===== src/rtl/display_scheduler_if.sv =====
// Receiver-side byte strobe plus display-side outputs of display_scheduler, grouped as one bus.
interface display_scheduler_if;
    logic [7:0] rx_data;
    logic       rx_valid;
    logic       rx_perror;
    logic       rx_ferror;
    logic [7:0] disp_data;
    logic       disp_valid;
    logic       tick;
    logic       fifo_full;
    logic       overflow;

    modport master (
        output rx_data, rx_valid, rx_perror, rx_ferror,
        input  disp_data, disp_valid, tick, fifo_full, overflow
    );

    modport slave (
        input  rx_data, rx_valid, rx_perror, rx_ferror,
        output disp_data, disp_valid, tick, fifo_full, overflow
    );
endinterface


===== src/rtl/display_scheduler.sv =====
// FIFO-buffered byte scheduler for the 7-seg path: byte visible 3 cycles after strobe, dwell HOLD_TICKS ticks;
// no backpressure, a strobe into a full FIFO without a pop is dropped and sets sticky overflow. Option: DISPLAY_SCHED_ERROR_EN.
module display_scheduler #(
    parameter int TICK_DIV   = 4,
    parameter int HOLD_TICKS = 16,
    parameter int DEPTH_LOG2 = 2
) (
    input  logic               clk,
    input  logic               reset,
    display_scheduler_if.slave bus
);
    localparam int DEPTH = 1 << DEPTH_LOG2;
    localparam int TW    = $clog2(TICK_DIV);
    localparam int HW    = $clog2(HOLD_TICKS + 1);
    localparam int CW    = DEPTH_LOG2 + 1;

    typedef enum logic [1:0] {IDLE, LOAD, SHOW} state_t;

    state_t                state_q;
    logic [TW-1:0]         tick_cnt_q, tick_cnt_d;
    logic [HW-1:0]         hold_q;
    logic [7:0]            mem_q [DEPTH];
    logic [DEPTH_LOG2-1:0] wr_ptr_q, wr_ptr_d, rd_ptr_q, rd_ptr_d;
    logic [CW-1:0]         count_q, count_d;
    logic [7:0]            disp_data_q;
    logic                  disp_valid_q;
    logic                  overflow_q, overflow_d;
    logic                  tick, full, pop, push;
    logic [7:0]            push_dat;

`ifdef DISPLAY_SCHED_ERROR_EN
    assign push_dat = (bus.rx_perror || bus.rx_ferror) ? 8'h89 : bus.rx_data;
`else
    logic err_unused;
    assign err_unused = bus.rx_perror ^ bus.rx_ferror;
    assign push_dat   = bus.rx_data;
`endif

    assign tick = (tick_cnt_q == TW'(TICK_DIV - 1));
    assign full = (count_q == CW'(DEPTH));
    assign pop  = (state_q == LOAD);
    // A pop in the same cycle frees the slot, so a full FIFO still accepts.
    assign push = bus.rx_valid && (!full || pop);

    always_comb begin
        tick_cnt_d = tick ? '0 : tick_cnt_q + 1'b1;
        wr_ptr_d   = push ? wr_ptr_q + 1'b1 : wr_ptr_q;
        rd_ptr_d   = pop  ? rd_ptr_q + 1'b1 : rd_ptr_q;
        count_d    = count_q;
        if (push && !pop)
            count_d = count_q + 1'b1;
        else if (pop && !push)
            count_d = count_q - 1'b1;
        overflow_d = overflow_q || (bus.rx_valid && full && !pop);
    end

    always_ff @(posedge clk) begin
        if (reset) begin
            tick_cnt_q <= '0;
            wr_ptr_q   <= '0;
            rd_ptr_q   <= '0;
            count_q    <= '0;
            overflow_q <= 1'b0;
        end else begin
            tick_cnt_q <= tick_cnt_d;
            wr_ptr_q   <= wr_ptr_d;
            rd_ptr_q   <= rd_ptr_d;
            count_q    <= count_d;
            overflow_q <= overflow_d;
        end
    end

    always_ff @(posedge clk) begin
        if (push)
            mem_q[wr_ptr_q] <= push_dat;
    end

    always_ff @(posedge clk) begin
        if (reset) begin
            state_q      <= IDLE;
            hold_q       <= '0;
            disp_data_q  <= 8'h00;
            disp_valid_q <= 1'b0;
        end else begin
            case (state_q)
                IDLE: begin
                    if (count_q != '0)
                        state_q <= LOAD;
                end
                LOAD: begin
                    disp_data_q  <= mem_q[rd_ptr_q];
                    disp_valid_q <= 1'b1;
                    hold_q       <= '0;
                    state_q      <= SHOW;
                end
                SHOW: begin
                    if (tick) begin
                        hold_q <= hold_q + 1'b1;
                        if (hold_q == HW'(HOLD_TICKS - 1)) begin
                            disp_valid_q <= 1'b0;
                            state_q      <= (count_q != '0) ? LOAD : IDLE;
                        end
                    end
                end
                default: state_q <= IDLE;
            endcase
        end
    end

    assign bus.disp_data  = disp_data_q;
    assign bus.disp_valid = disp_valid_q;
    assign bus.tick       = tick;
    assign bus.fifo_full  = full;
    assign bus.overflow   = overflow_q;
endmodule


===== src/flat_wrapper.sv =====
// flat-port wrapper written by rule: the top's interface ports become plain ports
module display_scheduler_flat 
#(
    parameter int TICK_DIV   = 4,
    parameter int HOLD_TICKS = 16,
    parameter int DEPTH_LOG2 = 2
)
  (clk, reset, bus_rx_data, bus_rx_valid, bus_rx_perror, bus_rx_ferror, bus_disp_data, bus_disp_valid, bus_tick, bus_fifo_full, bus_overflow);
  display_scheduler_if bus_i ();
  input  logic clk;
  input  logic reset;
  input wire logic [$bits(bus_i.rx_data)-1:0] bus_rx_data;
  input wire logic [$bits(bus_i.rx_valid)-1:0] bus_rx_valid;
  input wire logic [$bits(bus_i.rx_perror)-1:0] bus_rx_perror;
  input wire logic [$bits(bus_i.rx_ferror)-1:0] bus_rx_ferror;
  output wire logic [$bits(bus_i.disp_data)-1:0] bus_disp_data;
  output wire logic [$bits(bus_i.disp_valid)-1:0] bus_disp_valid;
  output wire logic [$bits(bus_i.tick)-1:0] bus_tick;
  output wire logic [$bits(bus_i.fifo_full)-1:0] bus_fifo_full;
  output wire logic [$bits(bus_i.overflow)-1:0] bus_overflow;
  assign bus_i.rx_data = bus_rx_data;
  assign bus_i.rx_valid = bus_rx_valid;
  assign bus_i.rx_perror = bus_rx_perror;
  assign bus_i.rx_ferror = bus_rx_ferror;
  assign bus_disp_data = bus_i.disp_data;
  assign bus_disp_valid = bus_i.disp_valid;
  assign bus_tick = bus_i.tick;
  assign bus_fifo_full = bus_i.fifo_full;
  assign bus_overflow = bus_i.overflow;
  display_scheduler #(.TICK_DIV(TICK_DIV), .HOLD_TICKS(HOLD_TICKS), .DEPTH_LOG2(DEPTH_LOG2)) u_core (.clk(clk), .reset(reset), .bus(bus_i));
endmodule

===== config.mk =====
export PLATFORM = sky130hd
export DESIGN_NAME = display_scheduler_flat
export DESIGN_NICKNAME = d
export VERILOG_FILES = /design/src/rtl/display_scheduler_if.sv /design/src/rtl/display_scheduler.sv /design/src/flat_wrapper.sv
export SDC_FILE = /design/constraint.sdc
export NUM_CORES = 1
export LEC_CHECK = 0
export ABC_CLOCK_PERIOD_IN_PS = 2600
export CAP_MARGIN = 20
export CORE_ASPECT_RATIO = 0.7
export CORE_MARGIN = 4
export CORE_UTILIZATION = 52
export DETAILED_ROUTE_END_ITERATION = 16
export GPL_TIMING_DRIVEN = 0
export PLACE_DENSITY = 0.75
export RECOVER_POWER = 50
export SKIP_LAST_GASP = 1
export SLEW_MARGIN = 20
export SYNTH_ARGS = -nofsm -noshare
export SYNTH_HDL_FRONTEND = slang
export SYNTH_SLANG_ARGS = --single-unit
export TNS_END_PERCENT = 100

===== constraint.sdc =====
create_clock -name clk -period 2.6 [get_ports clk]
set_input_delay 0.26 -clock clk [delete_from_list [all_inputs] [get_ports clk]]
set_output_delay 0.26 -clock clk [all_outputs]
set_load 0.01 [all_outputs]

==> results.md, run 1 <==
- The run finished with clean final reports.
- The antenna cell count is 0.
- The area share of xor/xnor cells in the synthesized design is 0.0142.
- The total count of max-transition violations in the final report is 0.
- By area, the combinational part of the netlist is dominated by multiplexers.
- Across all setup checks in the final design, the least slack found is 215 ps.
- The number of hold buffers added after CTS was 0.
- Of the total synthesized cell area, the portion taken by AND, OR, NAND and NOR gates is 0.114.
- The area of all placed cells without fillers is 2920 um^2.
- The maximum number of buffers from clock root to sink is 2.
- Cell internal power was estimated by the tool at 1.84 mW.
- Before antenna repair, the detailed router went through 4 iterations.
- Max-cap violations in this run came to 0.
- Setup slack on the worst reg-to-reg path comes out at 220 ps.
- The clock-pin slew of the registers on the worst-case setup and hold paths is 60 ps.
- The worst slew slack as a fraction of its limit is 0.620.
- The total congestion overflow is 0.
- The type of the worst setup path is flip-flop to flip-flop.
- The number of H-tree branching levels is 3.
- The netlist area before placement is 2460 um^2.
- In the final layout, the share of cells above drive strength 1 is 0.151.
- In this run, synthesis produced a sequential element count of 58.
- The number of gates resized after cts is 0.
- The count of cells in the finished layout, fillers not included, comes to 273.
- The time the worst path needs with I/O delays and setup is 2380 ps.
- The largest net degree at the start of global routing is 12.
- The capturing point of the worst reg2reg path is u_core.count_q[2].
- The count of final hold-check violations is 0.
- TritonCTS built the clock tree.
- The first global-routing pass estimated 7680 um of wire.
- Counting every net in the synthesized netlist gives 207.
- Of the total power, combinational logic draws 0.293.
- The net count reported at finish is 240.
- The complex-gate fraction of the synthesized area is 0.0381.
- Counting cells, the worst reg-to-reg path comes to 10.
- The global router's overall resource usage is 0.175.
- On the final layout, the worst hold slack is 437 ps.
- The initial antenna violation count is 0.
- The clock share of power is 0.255.
- The fraction of met1 tracks used by global routing is 0.196.
- The critical path launch point is u_core.state_q[0].
- The maximum clock frequency is 419 MHz.
- During synthesis, Yosys emitted a total of 0 warnings.
- Summed over all cells, the static leakage comes to 1.08 nW.
- The post-detailed-route via-to-cell ratio is 5.55.
- The switching power of the nets is 0.821 mW.
- In the final routed layout, each cell accounts on average for 16.7 um.
- Compared with the post-synthesis result, the final layout area differs by 18.3%.
- At the later pin of the worst-skew pair, clock insertion delay measures 340 ps.
- Setup repair after global routing left no endpoint under its margin.
- The kind of start point of the critical path is a flip-flop.
- In the global route stage, met3 resource usage came out at 0.0709.
- Measured along the x axis, the die boundary spans 90.3 um.
- The total number of clock tree sinks is 58.
- Pin placement for this block handled 25 I/O pins.
- The first routing iteration left 84 violations.
- The number of nets with antenna violations after detailed routing is 0.
- Of the total synthesized cell area, the portion taken by full adders, half adders and majority gates is 0.0741.
- Each instance of the synthesized netlist takes up on average 13.7 um^2.
- The capturing element of the worst setup path is u_core.count_q[2].
- Input and output buffers added on the ports amount to 22.
- After layout, the design draws a total of 2.66 mW.
- Between clock sinks in the finished design, the worst skew comes to 5.23 ps.
- The region available for standard cell placement spans 4450 um^2.
- The die is 65.6 um tall.
- Yosys attributes the largest share of cell area to sky130_fd_sc_hd__edfxtp_1 39%, sky130_fd_sc_hd__dfxtp_1 21%, sky130_fd_sc_hd__mux4_2 7.3%, sky130_fd_sc_hd__ha_1 6.6%, sky130_fd_sc_hd__mux2i_1 4.5%.
- Of all nets on the critical path, the largest fanout is 7.
- The min-delay analysis places its worst path in the category flip-flop to flip-flop.
- Clock tree synthesis selected as its root buffer the cell sky130_fd_sc_hd__clkbuf_8.
- The worst path arrival time is 2650 ps.
- The die covers 5920 um^2.
- The worst-case vdd ir drop is 0.000454 V.
- Power spread over the standard cell area amounts to 913 nW/um^2.
- After global routing, the most crowded layer is met2.
- The number of different library cells in the post-synthesis netlist is 36.
- The met2 track demand over resource is 0.307.
- The post-synthesis sequential area ratio is 0.601.
- Setup violations remaining at the end of the flow were counted as 0.
- The total instance count after detailed placement is 257.
- The kind of end point of the critical path is a flip-flop.
- The worst setup timing slack at the placement stage is 237 ps.
- Routability-driven placement finished with a final weighted congestion of 0.735.
- Summed over all failing endpoints, the final setup total negative slack is 0 ps.
- The share of synthesized area in the top cell type comes to 0.390.
- The number of remaining DRC errors is 0.
- Clock tree synthesis inserted a total of 9 buffers.
- The biggest area contributor in the post-synthesis netlist is sky130_fd_sc_hd__edfxtp_1.
- The setup fix buffers added after clock tree synthesis is 0.
- At the end of the flow the core is filled with cells to 0.654.
- Of the available clock period, the critical path in the final layout requires 0.917.
- The worst register-to-register path begins at u_core.state_q[0].
- The total detailed-routing wirelength is 4570 um.
- The slew at the pin closest to its max-slew limit is 570 ps.
- Of the post-synthesis cell area, the part taken by muxes is 0.124.
- Summing over every cut layer, the via total after detailed routing is 1514.
- Data on the critical path is required at its endpoint by 2860 ps.
- The via count of the first global-routing pass is 1606.
- The placed instances occupy a cell area of 2750 um^2.
- The HPWL after detailed placement is 3230 um.
- Of the total power, the share spent switching nets is 0.309.
- Row generation in the floorplan step produced 20 rows.
- The initial utilization of the core area, before any placement, comes to 0.553.
- The share of total power in sequential cells is 0.453.
- The cell count after synthesis is 180.
## layout by cell type, fill, tap and decap left out, types with 2 or more instances in the layout
cell / count
sky130_fd_sc_hd__nand4b_1: 2
sky130_fd_sc_hd__mux4_2: 8
sky130_fd_sc_hd__and2_1: 4
sky130_fd_sc_hd__nor3b_1: 2
sky130_fd_sc_hd__buf_6: 2
sky130_fd_sc_hd__nor2_1: 16
sky130_fd_sc_hd__ha_1: 13
sky130_fd_sc_hd__nand4_1: 2
sky130_fd_sc_hd__nor2b_1: 2
sky130_fd_sc_hd__clkinvlp_4: 2
sky130_fd_sc_hd__o21ai_0: 5
sky130_fd_sc_hd__mux2i_1: 11
sky130_fd_sc_hd__dlygate4sd3_1: 19
sky130_fd_sc_hd__clkbuf_1: 4
sky130_fd_sc_hd__or3_1: 2
sky130_fd_sc_hd__inv_1: 8
sky130_fd_sc_hd__edfxtp_1: 32
sky130_fd_sc_hd__or2_2: 2
sky130_fd_sc_hd__a21oi_1: 6
sky130_fd_sc_hd__buf_2: 4
sky130_fd_sc_hd__nand2_1: 4
sky130_fd_sc_hd__nand2b_1: 5
sky130_fd_sc_hd__clkinv_2: 4
sky130_fd_sc_hd__clkdlybuf4s50_1: 3
sky130_fd_sc_hd__clkbuf_8: 9
sky130_fd_sc_hd__xor2_1: 3
sky130_fd_sc_hd__nand3_1: 4
sky130_fd_sc_hd__dfxtp_1: 26
sky130_fd_sc_hd__nor3_1: 2
## layer usage
metal	wire (um)	up-vias
li1	-	723
met1	2020	739
met2	2230	47
met3	274	5
met4	43	0
met5	0	-
## worst min-delay path by stage
stage               cells past startpoint              endpoint            startpoint
floorplan                               0    u_core.mem_q[0][0]        bus_rx_data[0]
global placement                        1  u_core.tick_cnt_q[0]  u_core.tick_cnt_q[0]
detailed placement                      1  u_core.tick_cnt_q[0]  u_core.tick_cnt_q[0]
CTS                                     1  u_core.tick_cnt_q[0]  u_core.tick_cnt_q[0]
global route                            1  u_core.tick_cnt_q[0]  u_core.tick_cnt_q[0]
finish                                  1  u_core.tick_cnt_q[0]  u_core.tick_cnt_q[0]
## final cells by class
cell class / instances / area (um^2)
buffer: 9 / 53.8
clock buffer: 10 / 128
clock inverter: 6 / 35.0
fill: 340 / 1540
inverter: 8 / 30.0
multi-input combinational: 105 / 898
sequential: 58 / 1480
tap: 55 / 68.8
timing repair buffer: 22 / 220
## power by group through the flow
stage,Combinational [mW],Clock [mW],Sequential (mW)
2_1_floorplan,0.548,0,1.22
3_3_place_gp,0.758,0,1.21
3_5_place_dp,0.799,0,1.23
4_1_cts,0.803,0.697,1.21
5_1_grt,0.865,0.736,1.22
6_report,0.778,0.677,1.21
## critical path, stage by stage, from the launching register on
cell                      delay, ps
sky130_fd_sc_hd__dfxtp_1        450
sky130_fd_sc_hd__ha_1           270
sky130_fd_sc_hd__nor4b_2         80
sky130_fd_sc_hd__nor2b_1        160
sky130_fd_sc_hd__buf_6          160
sky130_fd_sc_hd__ha_1           180
sky130_fd_sc_hd__inv_1           60
sky130_fd_sc_hd__fa_1           370
sky130_fd_sc_hd__xor2_1         160
sky130_fd_sc_hd__or3_1          300
sky130_fd_sc_hd__a21oi_1        130
## Yosys cell counts
cell / number
sky130_fd_sc_hd__edfxtp_1: 32
sky130_fd_sc_hd__dfxtp_1: 26
sky130_fd_sc_hd__nor2_1: 16
sky130_fd_sc_hd__ha_1: 13
sky130_fd_sc_hd__mux2i_1: 11
sky130_fd_sc_hd__inv_1: 8
sky130_fd_sc_hd__mux4_2: 8
sky130_fd_sc_hd__a21oi_1: 6
sky130_fd_sc_hd__nand2b_1: 5
sky130_fd_sc_hd__o21ai_0: 5
sky130_fd_sc_hd__and2_1: 4
sky130_fd_sc_hd__buf_2: 4
sky130_fd_sc_hd__nand2_1: 4
sky130_fd_sc_hd__nand3_1: 4
sky130_fd_sc_hd__clkbuf_1: 3
sky130_fd_sc_hd__xor2_1: 3
sky130_fd_sc_hd__buf_6: 2
sky130_fd_sc_hd__nand4_1: 2
sky130_fd_sc_hd__nand4b_1: 2
sky130_fd_sc_hd__nor2b_1: 2
sky130_fd_sc_hd__nor3_1: 2
sky130_fd_sc_hd__nor3b_1: 2
sky130_fd_sc_hd__or2_2: 2
sky130_fd_sc_hd__or3_1: 2
sky130_fd_sc_hd__a2111oi_0: 1
sky130_fd_sc_hd__a21boi_0: 1
sky130_fd_sc_hd__a22oi_1: 1
sky130_fd_sc_hd__a2bb2oi_1: 1
sky130_fd_sc_hd__a31oi_1: 1
sky130_fd_sc_hd__and3_1: 1
sky130_fd_sc_hd__fa_1: 1
sky130_fd_sc_hd__mux2_4: 1
sky130_fd_sc_hd__nand3b_1: 1
sky130_fd_sc_hd__nor4b_2: 1
sky130_fd_sc_hd__or3b_1: 1
sky130_fd_sc_hd__xnor2_1: 1
## registers in the layout, indices dropped and copies added (netlist names)
| register | count |
|---|---|
| u_core.mem_q | 32 |
| u_core.bus.disp_data | 8 |
| u_core.hold_q | 5 |
| u_core.count_q | 3 |
| u_core.rd_ptr_q | 2 |
| u_core.state_q | 2 |
| u_core.tick_cnt_q | 2 |
| u_core.wr_ptr_q | 2 |
| u_core.bus.disp_valid | 1 |
| u_core.bus.overflow | 1 |
## kinds of logic (layout without fill, tap and decap cells)
kind of cell    after synthesis  in the layout
fa+ha+maj                    14             14
xor+xnor                      4              4
buf+inv                      17             55
flops                        58             58
simple gates                 51             51
compound gates               16             16
mux                          20             20
Note: power is estimated with default switching activity, not from simulation.
==> run 2: changes to the inputs <==
SLEW_MARGIN = unset   (was 20)
==> results of run 2 <==
The final DEF is identical to that of run 1; final timing and power are the same.
==> run 3: changes to the inputs <==
CORE_MARGIN = unset   (was 4)
==> run 3 against run 2 <==
Against the previous run:
- the flow now finishes with violations (design-rule violations)
- global-route usage increased by 3.7 points
- first-iteration DRC count increased by 62%
- worst hold slack got worse by 5.7 ps
- die area decreased by 15%
- total power increased by 9.2%
- register-to-register slack got worse by 60 ps
- combinational power increased by 2%
- non-clock buffer count unchanged
- flip-flop and latch count unchanged
- largest cell class unchanged
- largest power group unchanged
==> results.md, run 3 (synthesis gave the netlist of run 1 again) <==
- The initial antenna violation count is 0 (unchanged).
- The area enclosed by the die boundary came to 5020 um^2 (-15%).
- The total count of max-transition violations in the final report is 0 (unchanged).
- The worst path arrival time is 2700 ps (+50 ps).
- The number of H-tree branching levels is 3 (unchanged).
- The antenna cell count was 0 (unchanged).
- The count of final hold-check violations is 0 (unchanged).
- The area of the placeable core is 4450 um^2 (unchanged).
- Setup repair after global routing left no endpoint under its margin.
- The worst setup timing slack at the placement stage was 201 ps (-36.5 ps).
- The total of buffers placed on input and output ports is 22 (unchanged).
- The placement row count is 20 (unchanged).
- The met3 wire length was 245 um (-11%).
- The sum of met2 wire segment lengths after detailed routing is 2300 um (+3.4%).
- The detailed router's first-iteration violation count came to 136 (+62%).
- The maximum number of buffers from clock root to sink is 2 (unchanged).
- The number of search-and-repair iterations in the first detailed-routing pass is 10 (+6).
- The vertical die dimension came to 59.6 um (-9.1%).
- In the layout the commonest cells are 32 x sky130_fd_sc_hd__edfxtp_1, 26 x sky130_fd_sc_hd__dfxtp_1, 19 x sky130_fd_sc_hd__dlygate4sd3_1.
- The total power per unit cell area is 978 nW/um^2 (+7.1%).
- The fraction of layout cells with a size suffix above 1 is 0.151 (unchanged).
- The post-detailed-route via-to-cell ratio is 5.56 (+0.26%).
- The global router's overall resource usage is 0.212 (+0.0366).
- The top register by number of flip-flops is u_core.mem_q.
- The length of routed wiring on met1 came to 1900 um (-6.1%).
- The net count reported at finish is 240 (unchanged).
- The largest net degree at the start of global routing is 12 (unchanged).
- The number of flip-flops in the largest register was 32 (unchanged).
- The starting density of the core is 0.553 (unchanged).
- The run finished, with violations left.
- The worst path required time is 2860 ps (about the same).
- The number of CTS-inserted buffers is 9 (unchanged).
- The via count of the first global-routing pass is 1559 (-2.9%).
- The maximum clock frequency is 409 MHz (-2.4%).
- The worst setup path is captured at a flip-flop.
- The area growth from synthesis to layout is 20.6%.
- The beginning of the worst register-to-register path is u_core.state_q[0].
- The placer congestion estimate was 0.821 (+12%).
- The overall die width is 84.3 um (-6.6%).
- The total instance count after detailed placement came to 257 (unchanged).
- The worst slew slack as a fraction of its limit is 0.670 (+0.0498).
- The clock-pin slew of the registers on the worst-case setup and hold paths was 70 ps (about the same).
- The maximum fanout count along the critical path is 7 (unchanged).
- The slew at the pin closest to its max-slew limit is 496 ps (-74.7 ps).
- The count of final setup violators came to 0 (unchanged).
- The worst hold path begins at u_core.tick_cnt_q[0].
- The number of gates resized after cts came to 0 (unchanged).
- The time the worst path needs with I/O delays and setup is 2440 ps (+57.9 ps).
- The final critical-path share of the clock period was 0.939 (+0.0223).
- The setup TNS after final layout is 0 ps (unchanged).
- The total number of clock tree sinks was 58 (unchanged).
- The worst clock skew is 3.96 ps (-1.26 ps).
- The checks that failed: design-rule violations.
- The commonest non-fill, non-tap cell in the layout is sky130_fd_sc_hd__edfxtp_1.
- The kind of start point of the critical path is a flip-flop.
- The clock tree from TritonCTS is built.
- The path class of the tightest hold or removal check is flip-flop to flip-flop.
- The quantity of hold-fixing buffers added after cts is 0 (unchanged).
- The number of cells in the finished layout apart from fillers is 273 (unchanged).
- The total detailed-routing wirelength is 4520 um (-1.2%).
- The placed wire-length estimate was 3170 um (-2.1%).
- The master cell of the clock root buffer is sky130_fd_sc_hd__clkbuf_8.
- The final setup slack of the worst path is 158 ps (-57.9 ps).
- The critical path starts at u_core.state_q[0].
- The total via count in the routed design is 1518 (+0.26%).
- The detailed router used layers up to and including met4.
- The leakage power is 1.10 nW (+1.6%).
- The number of remaining DRC errors is 4 (+4).
- The most repeated library cell on the critical path is sky130_fd_sc_hd__ha_1.
- The clock insertion delay at the later pin of the skew report is 330 ps (about the same).
- The setup fix buffers added after clock tree synthesis is 0 (unchanged).
- The worst-case vdd ir drop is 0.000494 V (+8.8%).
- The total congestion overflow is 0 (unchanged).
- The signal on the critical path passes through ha_1 > nor4b_2 > nor2b_1 > buf_6 > ha_1 > inv_1 > fa_1 > xor2_1 > or3_1 > a21oi_1.
- The average wire per standard cell is 16.5 um (-1.2%).
- The worst setup path is of the flip-flop to flip-flop kind.
- The number of nets with antenna violations after detailed routing is 0 (unchanged).
- The delay of the slowest cell on the worst path was 440 ps (about the same).
- The number of violations of the max-capacitance limit came to 0 (unchanged).
- The first-pass GRT wire length is 7450 um (-3.0%).
- The slowest stage of the critical path is the sky130_fd_sc_hd__dfxtp_1 cell.
- The number of I/O pins is 25 (unchanged).
run 3: cell types whose count changed in the layout (fill, tap and decap cells not counted):
cell | previous run | this run
sky130_fd_sc_hd__clkinv_2 | 4 | 0
sky130_fd_sc_hd__bufinv_16 | 0 | 2
sky130_fd_sc_hd__clkinv_4 | 0 | 1
sky130_fd_sc_hd__clkinvlp_4 | 2 | 3
run 3: cell type report:
type                       instances  area (um^2)
buffer                             9         53.8
clock buffer                      10          128
clock inverter                     6         91.3
fill                             322         1480
inverter                           8         30.0
multi-input combinational        105          898
sequential                        58         1480
tap                               55         68.8
timing repair buffer              22          220
run 3: final timing paths:
path                            slack [ps]                   end  depth (start not counted)
worst max-delay path                   160     u_core.count_q[2]                         10
worst min-delay path                   430  u_core.tick_cnt_q[0]                          1
worst max register to register         160     u_core.count_q[2]                         10
worst min register to register         430  u_core.tick_cnt_q[0]                          1
run 3: critical path: cells and delay by family, from the launching register on:
| family | cells | cell delay [ps] |
|---|---|---|
| and+or+nand+nor | 3 | 550 |
| DFF | 1 | 440 |
| buffers and inverters | 2 | 220 |
| xor gates and xnor gates | 1 | 160 |
| AOI/OAI and AO/OA | 1 | 170 |
| adders and majority gates | 3 | 830 |
run 3: layer usage:
metal / GRT usage / vias up
met1: 0.246 / 752
met4: 0.0985 / 0
met3: 0.0627 / 9
li1: - / 716
met2: 0.371 / 41
met5: 0 / -
run 3: metrics by stage:
step,area (um^2),utilization,hold WS [ps],power (mW)
floorplan,2460,-,359,1.77
global placement,2750,0.618,417,1.97
detailed placement,2750,0.618,426,2.04
CTS,2970,0.667,434,2.94
global route,2970,0.667,444,3.06
finish,2970,0.667,431,2.91
run 3: power breakdown:
group          internal, mW  switching (mW)  total (mW)
sequential             1.11          0.0924        1.21
combinational         0.390           0.406       0.797
clock                 0.541           0.361       0.901
